[src/rtl/joypad_poll_sequencer.sv]
`timescale 1ns/1ps
// joypad_poll_sequencer
//   Autonomous two-pad joypad poller. A frame pulse (poll_req) starts a poll:
//   the shared latch is raised, then both pad clocks are pulsed low seven
//   times while one button bit per pad is sampled after each settle window.
//   The eight captured bits become the button shadows. CPU reads of
//   $4016/$4017 are then served from CPU-side shift registers loaded from
//   those shadows, so CPU read timing never touches the pad pins.
//
// Ports
//   clk, rst              system clock, synchronous active-high reset
//   ph2_falling           one-clk pulse at the end of a CPU bus cycle
//   cpu_addr/cpu_rnw      CPU address and direction (1 = read)
//   cpu_data_in           bit0 of CPU write data ($4016 strobe)
//   cpu_data_out          registered read data ({7'b0, bit})
//   poll_req              one-clk frame pulse requesting a poll
//   controller_data1/2    pad serial data pins, active-low
//   controller_out_latch  shared pad latch, active-high
//   controller1/2_out_clk pad clocks, idle high
//   busy                  high while a poll is running
//   buttons1/2            button shadows, 1 = pressed
//   buttons_valid         one-clk pulse when the shadows update
module joypad_poll_sequencer #(
    parameter int LATCH_CYCLES = 12,
    parameter int CLK_DIV      = 6
) (
    input  logic        clk,
    input  logic        rst,
    input  logic        ph2_falling,
    input  logic [15:0] cpu_addr,
    input  logic        cpu_rnw,
    input  logic        cpu_data_in,
    output logic [7:0]  cpu_data_out,
    input  logic        poll_req,
    input  logic        controller_data1,
    input  logic        controller_data2,
    output logic        controller_out_latch,
    output logic        controller1_out_clk,
    output logic        controller2_out_clk,
    output logic        busy,
    output logic [7:0]  buttons1,
    output logic [7:0]  buttons2,
    output logic        buttons_valid
);

    localparam int CNT_MAX = (LATCH_CYCLES > CLK_DIV) ? LATCH_CYCLES : CLK_DIV;
    localparam int CW      = $clog2(CNT_MAX + 1);
    localparam logic [CW-1:0] LATCH_LAST = CW'(LATCH_CYCLES - 1);
    localparam logic [CW-1:0] DIV_LAST   = CW'(CLK_DIV - 1);
    localparam logic [15:0]   ADDR_JOY1  = 16'h4016;
    localparam logic [15:0]   ADDR_JOY2  = 16'h4017;

    typedef enum logic [2:0] {
        S_IDLE,
        S_LATCH,
        S_SETTLE,
        S_CLK_LO,
        S_DONE
    } state_t;

    state_t          state_q, state_d;
    logic [CW-1:0]   cnt_q, cnt_d;
    logic [2:0]      idx_q, idx_d;
    logic            latch_q, latch_d;
    logic            pclk_q, pclk_d;
    logic            busy_q, busy_d;
    logic            valid_q, valid_d;
    logic            pending_q, pending_d;
    logic [7:0]      cap1_q, cap1_d, cap2_q, cap2_d;
    logic [7:0]      btn1_q, btn1_d, btn2_q, btn2_d;
    logic            strobe_q, strobe_d;
    logic [7:0]      sr1_q, sr1_d, sr2_q, sr2_d;
    logic [7:0]      dout_q, dout_d;

    logic            sel1, sel2, wr_strobe;
    logic            rd1_bit, rd2_bit;

    // Poll sequencer: next state and pin drive
    always_comb begin
        state_d   = state_q;
        cnt_d     = cnt_q;
        idx_d     = idx_q;
        latch_d   = latch_q;
        pclk_d    = pclk_q;
        busy_d    = busy_q;
        valid_d   = 1'b0;
        pending_d = pending_q;
        cap1_d    = cap1_q;
        cap2_d    = cap2_q;
        btn1_d    = btn1_q;
        btn2_d    = btn2_q;

        // Any request outside IDLE is remembered once; extra ones merge.
        if (state_q != S_IDLE && poll_req) begin
            pending_d = 1'b1;
        end

        case (state_q)
            S_IDLE: begin
                if (poll_req || pending_q) begin
                    pending_d = 1'b0;
                    latch_d   = 1'b1;
                    busy_d    = 1'b1;
                    cnt_d     = '0;
                    idx_d     = 3'd0;
                    state_d   = S_LATCH;
                end
            end
            S_LATCH: begin
                if (cnt_q == LATCH_LAST) begin
                    latch_d = 1'b0;
                    cnt_d   = '0;
                    state_d = S_SETTLE;
                end else begin
                    cnt_d = cnt_q + CW'(1);
                end
            end
            S_SETTLE: begin
                if (cnt_q == DIV_LAST) begin
                    cap1_d[idx_q] = ~controller_data1;
                    cap2_d[idx_q] = ~controller_data2;
                    cnt_d         = '0;
                    if (idx_q == 3'd7) begin
                        // Shadows and valid register together so the
                        // valid cycle already shows the new buttons.
                        btn1_d  = cap1_d;
                        btn2_d  = cap2_d;
                        valid_d = 1'b1;
                        busy_d  = 1'b0;
                        state_d = S_DONE;
                    end else begin
                        pclk_d  = 1'b0;
                        state_d = S_CLK_LO;
                    end
                end else begin
                    cnt_d = cnt_q + CW'(1);
                end
            end
            S_CLK_LO: begin
                if (cnt_q == DIV_LAST) begin
                    pclk_d  = 1'b1;
                    idx_d   = idx_q + 3'd1;
                    cnt_d   = '0;
                    state_d = S_SETTLE;
                end else begin
                    cnt_d = cnt_q + CW'(1);
                end
            end
            S_DONE: begin
                state_d = S_IDLE;
            end
            default: begin
                state_d = S_IDLE;
            end
        endcase
    end

    // CPU side: strobe, shift registers and read data
    always_comb begin
        sel1      = cpu_rnw && (cpu_addr == ADDR_JOY1);
        sel2      = cpu_rnw && (cpu_addr == ADDR_JOY2);
        wr_strobe = ph2_falling && !cpu_rnw && (cpu_addr == ADDR_JOY1);

        strobe_d = wr_strobe ? cpu_data_in : strobe_q;

        // Reload uses the registered shadows, so a reload coinciding with a
        // shadow update takes the old value. The 1->0 write cycle still
        // sees strobe_q=1 and therefore performs the final load.
        sr1_d = sr1_q;
        sr2_d = sr2_q;
        if (strobe_q) begin
            sr1_d = btn1_q;
            sr2_d = btn2_q;
        end else begin
            if (ph2_falling && sel1) sr1_d = {1'b1, sr1_q[7:1]};
            if (ph2_falling && sel2) sr2_d = {1'b1, sr2_q[7:1]};
        end

        rd1_bit = strobe_q ? btn1_q[0] : sr1_q[0];
        rd2_bit = strobe_q ? btn2_q[0] : sr2_q[0];

        dout_d = 8'h00;
        if (!ph2_falling) begin
            if (sel1)      dout_d = {7'b0, rd1_bit};
            else if (sel2) dout_d = {7'b0, rd2_bit};
        end
    end

    always_ff @(posedge clk) begin
        if (rst) begin
            state_q   <= S_IDLE;
            cnt_q     <= '0;
            idx_q     <= 3'd0;
            latch_q   <= 1'b0;
            pclk_q    <= 1'b1;
            busy_q    <= 1'b0;
            valid_q   <= 1'b0;
            pending_q <= 1'b0;
            btn1_q    <= 8'h00;
            btn2_q    <= 8'h00;
            strobe_q  <= 1'b0;
            sr1_q     <= 8'h00;
            sr2_q     <= 8'h00;
            dout_q    <= 8'h00;
        end else begin
            state_q   <= state_d;
            cnt_q     <= cnt_d;
            idx_q     <= idx_d;
            latch_q   <= latch_d;
            pclk_q    <= pclk_d;
            busy_q    <= busy_d;
            valid_q   <= valid_d;
            pending_q <= pending_d;
            btn1_q    <= btn1_d;
            btn2_q    <= btn2_d;
            strobe_q  <= strobe_d;
            sr1_q     <= sr1_d;
            sr2_q     <= sr2_d;
            dout_q    <= dout_d;
        end
    end

    // Capture bits are fully rewritten every poll before use.
    always_ff @(posedge clk) begin
        cap1_q <= cap1_d;
        cap2_q <= cap2_d;
    end

    assign cpu_data_out         = dout_q;
    assign controller_out_latch = latch_q;
    assign controller1_out_clk  = pclk_q;
    assign controller2_out_clk  = pclk_q;
    assign busy                 = busy_q;
    assign buttons1             = btn1_q;
    assign buttons2             = btn2_q;
    assign buttons_valid        = valid_q;

endmodule
[config.mk]
export PLATFORM = sky130hd
export DESIGN_NAME = joypad_poll_sequencer
export DESIGN_NICKNAME = d
export VERILOG_FILES = /design/src/rtl/joypad_poll_sequencer.sv
export SDC_FILE = /design/constraint.sdc
export NUM_CORES = 1
export LEC_CHECK = 0
export CORE_MARGIN = 3
export CORE_UTILIZATION = 35
export DETAILED_ROUTE_END_ITERATION = 8
export PLACE_DENSITY_LB_ADDON = 0.1
export SLEW_MARGIN = 15
export SYNTH_ARGS = -nofsm -noshare
export SYNTH_HDL_FRONTEND = slang
export SYNTH_SLANG_ARGS = --single-unit
[constraint.sdc]
create_clock -name clk -period 2.6 [get_ports clk]
set_input_delay 0.39 -clock clk [delete_from_list [all_inputs] [get_ports clk]]
set_output_delay 0.39 -clock clk [all_outputs]
set_load 0.02 [all_outputs]
* Yosys cells after proc, flatten, opt, wreduce, memory -nomap -nowiden
Cells that the tools add are included.
** Cells by class
- Multiplexer cells :: 39
- Equal/unequal tests :: 14
- Order comparisons :: 2
- Add/sub/neg operators :: 2
- Bitwise logic cells :: 4
- Reduce and logical (&&, ||, !) cells :: 31
** Operator list (count)
- 16-bit by 15-bit equality test with 1-bit output, second input constant :: 2
- 8-bit two-way mux :: 4
- 3-bit two-way mux :: 7
- 8-bit bitwise mux :: 2
- 1-bit two-way mux :: 16
- 4-bit two-way mux :: 3
- 2-bit inequality test, second input constant :: 6
- 3-bit case mux with 4 select lines :: 1
- 4-bit case mux with 3 select lines :: 1
- 4-bit AND reduction :: 3
- 2-bit nonzero test :: 6
- 3-bit AND reduction :: 3
- 1-bit logical AND :: 8
- 3-bit by 2-bit equality test with 1-bit output, second input constant :: 2
- 1-bit case mux with 2 select lines :: 3
- 3-bit case mux with 2 select lines :: 1
- 3-bit nonzero test :: 2
- 3-bit OR reduction :: 2
- 4-bit by 1-bit adder with 4-bit output, second input constant :: 1
- 4-bit by 3-bit equality test with 1-bit output, second input constant :: 1
- 4-bit equality test, second input constant :: 1
- 3-bit by 4-bit less-than comparator with 1-bit output, second input constant :: 1
- 1-bit inverter :: 4
- 2-bit AND reduction :: 2
- other kinds (9) :: 10
** Storage, ports and cells
- Output and inout port bits :: 29
- Bits of input ports :: 24
- Bits in registers :: 72

* Longest topological paths before layout
Gate-level depths: netlist of the first run.
- Depth after elaboration :: 5
- Depth in mapped cells :: 7
- Gate-level depth less buffers :: 6

* Worst setup path before layout of the first run
OpenSTA, ideal clock, no wires.
- Path kind :: reg-to-reg
- Start :: reg cnt_q[0]
- End :: reg cap1_q[0], enable pin
- Setup slack :: 0.223 ns
- Setup time :: 0.409 ns
- Arrival :: 1.968 ns
- Clock period less this slack :: 2.377 ns
- Buffers on the path :: 0
- Cell stages (with the launch flop) :: 5
- Cell sequence :: dfxtp_1 ha_1 and3b_1 nand2_1 nor3_1
** Between the ends
- Cells in the longest elaborated chain, start to end :: 2
** RTL lines
- start: declaration :: RTL line 62 : logic [CW-1:0] cnt_q, cnt_d;
- start signal: assignment :: RTL line 207 : cnt_q <= cnt_d;
- 4-bit by 3-bit equality test with 1-bit output :: RTL line 119 : if (cnt_q == DIV_LAST) begin
- 2-bit AND reduction (no source line)
- end signal: assignment :: RTL line 225 : cap1_q <= cap1_d;
- end: declaration :: RTL line 69 : logic [7:0] cap1_q, cap1_d, cap2_q, cap2_d;
No other way between the ends.
A chain may end at the register's enable or synchronous reset.

* Worst setup path after layout of the first run
- Start :: reg idx_q[0]
- End :: reg btn2_q[0], in the netlist buttons2[0]
** Between the ends
- Cells in the longest elaborated chain, start to end :: 5
** RTL lines
- start: declaration :: RTL line 63 : logic [2:0] idx_q, idx_d;
- start signal: assignment :: RTL line 208 : idx_q <= idx_d;
- 3-bit by 4-bit less-than comparator with 1-bit output (not written as such) / 3-bit by 1-bit greater-or-equal comparator with 1-bit output (equally long branches) :: RTL line 121 : cap2_d[idx_q] = ~controller_data2;
- 1-bit logical AND (not written as such) :: RTL line 121
- 1-bit two-way mux (not written as such) :: RTL line 121
- 1-bit demux with 3-bit select :: RTL line 121
- 8-bit bitwise mux :: RTL line 121
- end signal: assignment :: RTL line 215 : btn2_q <= btn2_d;
- end: declaration :: RTL line 70 : logic [7:0] btn1_q, btn1_d, btn2_q, btn2_d;
Several ways; a longest one is shown, not always the timed one.

==> results.tsv, run 1 <==
stage	metric	value	unit
synth	Synth cell types	52	
timing	Clock Skews	0.009585	ns
grt	largest net degree at the start of global routing	33	
cells_and_area	Area Overhead vs Synth	20.89	%
clocking	count of clock tree sinks	65	
timing	Slew Limit Fails	0	
clocking	H-tree depth	3	
placed_design	DP Wirelength	5.098	mm
worst_setup_path	Buf/Inv on CP	0	
clocking	total CTS buffers	9	
cells_and_area	ANT cells	0	
clocking	PostCTS Resize Cnt	0	
timing	fin crit share	73.57	%
hold_path	worst min path class	reg2reg	
synth	YS warnings	0	
timing	setup_tns	0	ns
worst_setup_path	CP Class	reg2reg	
floorplanning	Die H	101.9	um
clocking	CTS max path bufs	2	
synth	cells after synthesis	326	
grt	GR Layer Usage met1	21.42	%
floorplanning	die area	0.01037	mm^2
clocking	postcts setup bufs	0	
synth	Yosys reg bits	65	
clocking	clk root buf	clkbuf_8	
clocking	CTS tree	done	
synth	Mapped Area	0.003216	mm^2
worst_setup_path	nature of the critical path endpoint	flop	
worst_setup_path	arrival time at the worst endpoint	2.11	ns
placed_design	Port Buffers	45	
outcome	status	finished clean	
timing	Final setup viols	0	
floorplanning	initial core utilization	36.52	%
grt	gr usage total	15.09	%
job	max cap viols	0	
routing	vias per inst	5.137	
floorplanning	std cell rows	34	
routing	total wire length	7.339	mm
routing	routed length per instance	15.42	um
worst_setup_path	Max stage delay cell, worst path	dfxtp_1	
placed_design	gp weighted congestion	0.7180	
grt	number of global-route vias before repair	2380	
floorplanning	I/O Pins	53	
power_and_ir_drop	Power, Total	2.056	mW
routing	Pre-antenna DRT Iters	6	
power_and_ir_drop	power per cell area	528.9	mW/mm^2
synth	async set or reset register ratio after synthesis	0	%
timing	fin crit period	1.913	ns
grt	GRT met2 Usage	22.43	%
grt	met3 usage	3.003	%
grt	GR peak layer	met2	
cells_and_area	most frequent cells in the layout	dfxtp_1 (49), clkdlybuf4s50_1 (44), inv_1 (32)	
timing	max_slew headroom	56.28	%
timing	Final Hold Viols	0	
worst_setup_path	CP dominant cell by count	ha_1	
worst_setup_path	startpoint type of the worst setup path	flop	
routing	Final ANT Viol Nets	0	
power_and_ir_drop	Leakage	1.434	nW
synth	Mean Syn Cell Area	9.864	um^2
timing	RSZ-0062 raised after global routing	false	
clocking	Post-CTS Hold Buffers	0	
worst_setup_path	critical path, cell by cell	ha_1 > ha_1 > and4_1 > o211ai_1 > nor3b_1	
power_and_ir_drop	Max rail drop VDD	218.0	uV
synth	register area share after synthesis	45.45	%
worst_setup_path	Worst EP required	2.79	ns
worst_setup_path	crit path max fanout	11	
routing	vias	2445	
grt	Overflow after GRT	0	
worst_setup_path	CP delay by family, top	simple AND/OR/NAND/NOR gates	
grt	global-route wire length before repair	12.14	mm
worst_setup_path	Slowest Stage Delay on Critical Path	0.55	ns
synth	Post-synth EDFFs	16	
timing	Fmax achieved	522.8	MHz
clocking	Clock Latency Late Sink	0.34	ns
cells_and_area	commonest non-fill, non-tap cell in the layout	dfxtp_1	
synth	Synth Flop Type	dfxtp_1	
routing	DR iter-0 viols	88	
clocking	clk slew on worst S/H paths	0.07	ns
timing	Slew @ Worst Pin	0.6550	ns
floorplanning	Core Box Area	0.008806	mm^2
cells_and_area	proportion of layout cells with a drive suffix above 1	12.50	%
floorplanning	die width	101.9	um
cells_and_area	nets	391	
routing	# DRC	0	
grt	initial antenna violation count	0	
[layer usage]
layer	share of wire [%]	vias to the layer above
met5	0	-
met4	1.9	0
met3	4.8	14
met2	42	56
met1	51	1130
li1	-	1245
[registers in the layout, indices dropped and copies added (netlist names), 4 cells and up]
name	cells
sr2_q	8
cap1_q	8
cnt_q	4
buttons1	8
buttons2	8
sr1_q	8
cap2_q	8
[worst register-to-register path: cells and delay by family, from the launching register on]
family	cells	cell delay, ns
compound gates	1	0.17
simple gates	2	0.57
flops	1	0.55
fa+ha+maj	2	0.47
[cells by family after synthesis]
kind of cell | Yosys count | synth area share (%)
other cells | 1 | 0.1166
fa+ha+maj | 4 | 1.556
simple gates | 97 | 18.91
buf+inv | 64 | 9.572
flops | 65 | 45.45
mux | 18 | 6.109
compound gates | 77 | 18.29
[final timing paths]
kind / from / to / slack (ns) / cells past startpoint
max reg2reg: idx_q[0] / buttons2[0] / 0.69 / 5
min reg2reg: controller1_out_clk / controller1_out_clk / 0.48 / 2
min: controller1_out_clk / controller1_out_clk / 0.48 / 2
max: idx_q[0] / buttons2[0] / 0.69 / 5
[final cells by class]
cell class,instances,area (um^2)
flip-flops and latches,65,1461
well taps,108,135.1
clock inverters,3,40.04
multi-input cells,203,1474
clock buffers,13,158.9
fillers,867,4918
inverters,32,120.1
repair buffers,52,498.0
[where the power goes]
group / internal [mW] / switching (mW)
Combinational: 0.0601 / 0.0718
Clock: 0.493 / 0.387
Sequential: 1.04 / 0.00778
Total: 1.59 / 0.466
[synthesized netlist by cell type, types with 2 or more instances]
cell / n / share of area (%)
nor2b_1: 5 / 0.97
a21o_1: 2 / 0.47
nand3_1: 6 / 0.93
nand2_1: 14 / 1.6
buf_6: 2 / 0.70
nand3b_1: 3 / 0.70
clkbuf_1: 13 / 1.5
a221oi_1: 6 / 1.6
nor4b_4: 2 / 1.5
o21ai_0: 18 / 2.8
edfxtp_1: 16 / 15
and4bb_2: 2 / 0.78
nor4b_1: 2 / 0.54
nor3b_1: 4 / 0.93
a21oi_1: 4 / 0.62
ha_1: 4 / 1.6
mux2i_1: 16 / 5.0
nor2_1: 25 / 2.9
dfxtp_1: 49 / 31
inv_1: 32 / 3.7
o211ai_1: 2 / 0.47
buf_4: 9 / 2.1
nand2b_1: 3 / 0.58
a221oi_2: 8 / 3.7
a211oi_1: 12 / 2.8
a31oi_1: 16 / 3.1
and3b_1: 2 / 0.54
o31ai_1: 3 / 0.70
a211oi_2: 3 / 1.2
or3_1: 2 / 0.39
nor3_1: 11 / 1.7
or2b_1: 2 / 0.47
or3b_4: 2 / 0.70
and4_1: 2 / 0.54
buf_2: 6 / 0.93
nand4_1: 2 / 0.39
[stage by stage]
step / setup WS (ns) / std cells / hold WS, ns / utilization, % / cell area, um^2
floorplan: 0.2225 / 332 / 0.4648 / - / 3238
global placement: 0.5323 / 460 / 0.4642 / 41.89 / 3689
detailed placement: 0.4447 / 460 / 0.4712 / 41.89 / 3689
CTS: 0.6701 / 476 / 0.4828 / 44.15 / 3887
global route: 0.4762 / 476 / 0.5065 / 44.15 / 3887
finish: 0.6872 / 476 / 0.4815 / 44.15 / 3887
(Power assumes the default switching activity.)
==> inputs of run 2 (changes only) <==
==> constraint.sdc (replaced) <==
create_clock -name clk -period 1.9 [get_ports clk]
set_input_delay 0.285 -clock clk [delete_from_list [all_inputs] [get_ports clk]]
set_output_delay 0.285 -clock clk [all_outputs]
set_load 0.02 [all_outputs]
==> run 2 against run 1 <==
Clock-buffer cell count unchanged; global-route usage rose by 0.35 points; sequential share of layout area is 0.78 points lower; final cell count increased by 2.3%; clock skew is 0.00064 ns lower; setup slack got worse by 0.50 ns; die area unchanged; via count up 2.7%; critical endpoint is now state_q[0].
==> results.tsv, run 2 (synthesis results as in run 1) <==
stage	metric	value	unit	change
timing	Final Hold Viols	0		unchanged
worst_setup_path	arrival time at the worst endpoint	1.97	ns	was 2.11 ns
floorplanning	Core Box Area	0.008806	mm^2	unchanged
worst_setup_path	crit path max fanout	9		was 11
cells_and_area	Area Overhead vs Synth	23.46	%	was 20.89%
cells_and_area	FILL cells	860		was 867
clocking	count of clock tree sinks	65		unchanged
clocking	clk slew on worst S/H paths	0.07	ns	about the same
hold_path	worst min path class	in2reg		was reg2reg
cells_and_area	most frequent cells in the layout	dfxtp_1 (49), clkdlybuf4s50_1 (44), inv_1 (32)		unchanged
timing	fin crit share	90.20	%	was 73.57%
clocking	postcts setup bufs	0		unchanged
floorplanning	I/O Pins	53		unchanged
floorplanning	std cell rows	34		unchanged
clocking	H-tree depth	3		unchanged
clocking	Clock Latency Late Sink	0.35	ns	was 0.34 ns
timing	Final setup viols	0		unchanged
grt	largest net degree at the start of global routing	27		was 33
clocking	clk root buf	clkbuf_8		unchanged
worst_setup_path	setup slack, reg-to-reg	0.19	ns	was 0.69 ns
clocking	CTS tree	done		unchanged
routing	total wire length	7.335	mm	was 7.339 mm
worst_setup_path	path depth of the worst reg2reg path	6		was 5
cells_and_area	commonest non-fill, non-tap cell in the layout	dfxtp_1		unchanged
cells_and_area	Design Area, Final	0.003970	mm^2	was 0.003887 mm^2
worst_setup_path	nature of the critical path endpoint	flop		unchanged
hold_path	Hold Path Depth	2		unchanged
cells_and_area	Final Util	45.08	%	was 44.15%
floorplanning	die area	0.01037	mm^2	unchanged
cells_and_area	Seq. cell area	0.001461	mm^2	unchanged
clocking	total CTS buffers	9		unchanged
timing	Slew Limit Fails	0		unchanged
cells_and_area	multi-input logic area	0.001474	mm^2	unchanged
floorplanning	Die H	101.9	um	unchanged
worst_setup_path	startpoint type of the worst setup path	flop		unchanged
placed_design	dpl cell area	0.003796	mm^2	was 0.003689 mm^2
worst_setup_path	reg2reg start	cnt_q[1]		was idx_q[0]
routing	Pre-antenna DRT Iters	7		was 6
cells_and_area	nets	402		was 391
timing	RSZ-0062 raised after global routing	false		unchanged
clocking	CTS max path bufs	2		unchanged
power_and_ir_drop	Leakage	1.488	nW	was 1.434 nW
routing	# DRC	0		unchanged
placed_design	Port Buffers	45		unchanged
clocking	Post-CTS Hold Buffers	0		unchanged
grt	Overflow after GRT	0		unchanged
worst_setup_path	Worst EP required	2.16	ns	was 2.79 ns
hold_path	Hold Path Origin	rst		was controller1_out_clk
worst_setup_path	CP Class	reg2reg		unchanged
worst_setup_path	Reg-to-Reg End	state_q[0]		was buttons2[0]
job	max cap viols	0		unchanged
timing	Slew @ Worst Pin	0.5272	ns	was 0.6550 ns
hold_path	Hold Path Sink	cnt_q[1]		was controller1_out_clk
cells_and_area	ANT cells	0		unchanged
floorplanning	initial core utilization	36.52	%	unchanged
cells_and_area	proportion of layout cells with a drive suffix above 1	15.04	%	was 12.50%
grt	number of global-route vias before repair	2420		was 2,380
timing	Clock Skews	0.008948	ns	was 0.009585 ns
power_and_ir_drop	power per cell area	676.6	mW/mm^2	was 528.9 mW/mm^2
routing	vias	2511		was 2,445
grt	global-route wire length before repair	12.30	mm	was 12.14 mm
timing	max_slew headroom	64.85	%	was 56.28%
routing	vias per inst	5.156		was 5.137
timing	Fmax achieved	583.5	MHz	was 522.8 MHz
routing	Final ANT Viol Nets	0		unchanged
routing	routed length per instance	15.06	um	was 15.42 um
outcome	status	finished clean		unchanged
power_and_ir_drop	Max rail drop VDD	272.0	uV	was 218.0 uV
placed_design	DP Wirelength	5.192	mm	was 5.098 mm
placed_design	gp weighted congestion	0.7671		was 0.7180
routing	DR iter-0 viols	90		was 88
grt	gr usage total	15.44	%	was 15.09%
grt	initial antenna violation count	0		unchanged
timing	fin crit period	1.714	ns	was 1.913 ns
clocking	PostCTS Resize Cnt	0		unchanged
floorplanning	die width	101.9	um	unchanged
## run 2: cell types whose count changed in the layout (fill, tap and decap cells not counted), sizes merged
cell,delta
buf,+11
bufinv,-1
clkinv,+1
## run 2: worst max-delay path, cell delays in order (launching register included)
cell and delay [ns]:
dfxtp_1 0.37, inv_1 0.06, ha_1 0.19, and4b_2 0.29
nor3_4 0.39, nand2_1 0.09, a211oi_1 0.22
## run 2: worst max-delay path by stage
stage                           start     endpoint  slack, ns  cells after the start
after floorplan              cnt_q[0]    cap1_q[0]      0.007                      4
after global placement    cpu_addr[5]     sr1_q[6]     -0.003                      6
after detailed placement  cpu_addr[5]     sr1_q[0]      -0.05                      6
after CTS                 buttons1[0]  buttons1[0]       0.17                      1
after global routing         cnt_q[1]   state_q[0]       0.06                      6
final                        cnt_q[1]   state_q[0]       0.19                      6
## run 2: layout make-up
type	count	share of cell area [%]
Clock inverter	3	0.3782
Inverter	32	3.026
Tap cell	108	3.404
Sequential cell	65	36.81
Clock buffer	13	4.003
Timing Repair Buffer	63	15.25
Multi-Input combinational cell	203	37.13
## run 2: stage by stage
stage / hold slack (ns) / TNS, ns / power (mW) / setup WS (ns) / cells
after floorplan: 0.4583 / 0 / 1.570 / 0.007157 / 332
after CTS: 0.3989 / 0 / 2.727 / 0.1687 / 487
after global placement: 0.4668 / -0.003358 / 1.650 / -0.002605 / 471
after global routing: 0.4183 / 0 / 2.797 / 0.06208 / 487
after detailed placement: 0.4777 / -0.2210 / 1.651 / -0.05199 / 471
final: 0.4133 / 0 / 2.686 / 0.1862 / 487
## run 2: report_power, final
group	leakage [nW]	switching, mW	internal [mW]
sequential	0.539	0.0102	1.42
combinational	0.855	0.101	0.0901
clock	0.0932	0.528	0.539
total	1.49	0.638	2.05
## run 2: metal layers
| metal | track usage [%] | routed length (um) | vias up |
|---|---|---|---|
| met5 | 0 | 0 | - |
| met4 | 6.357 | 93 | 0 |
| met3 | 3.959 | 352 | 8 |
| met2 | 21.93 | 3124 | 66 |
| met1 | 22.27 | 3764 | 1173 |
| li1 | - | - | 1264 |
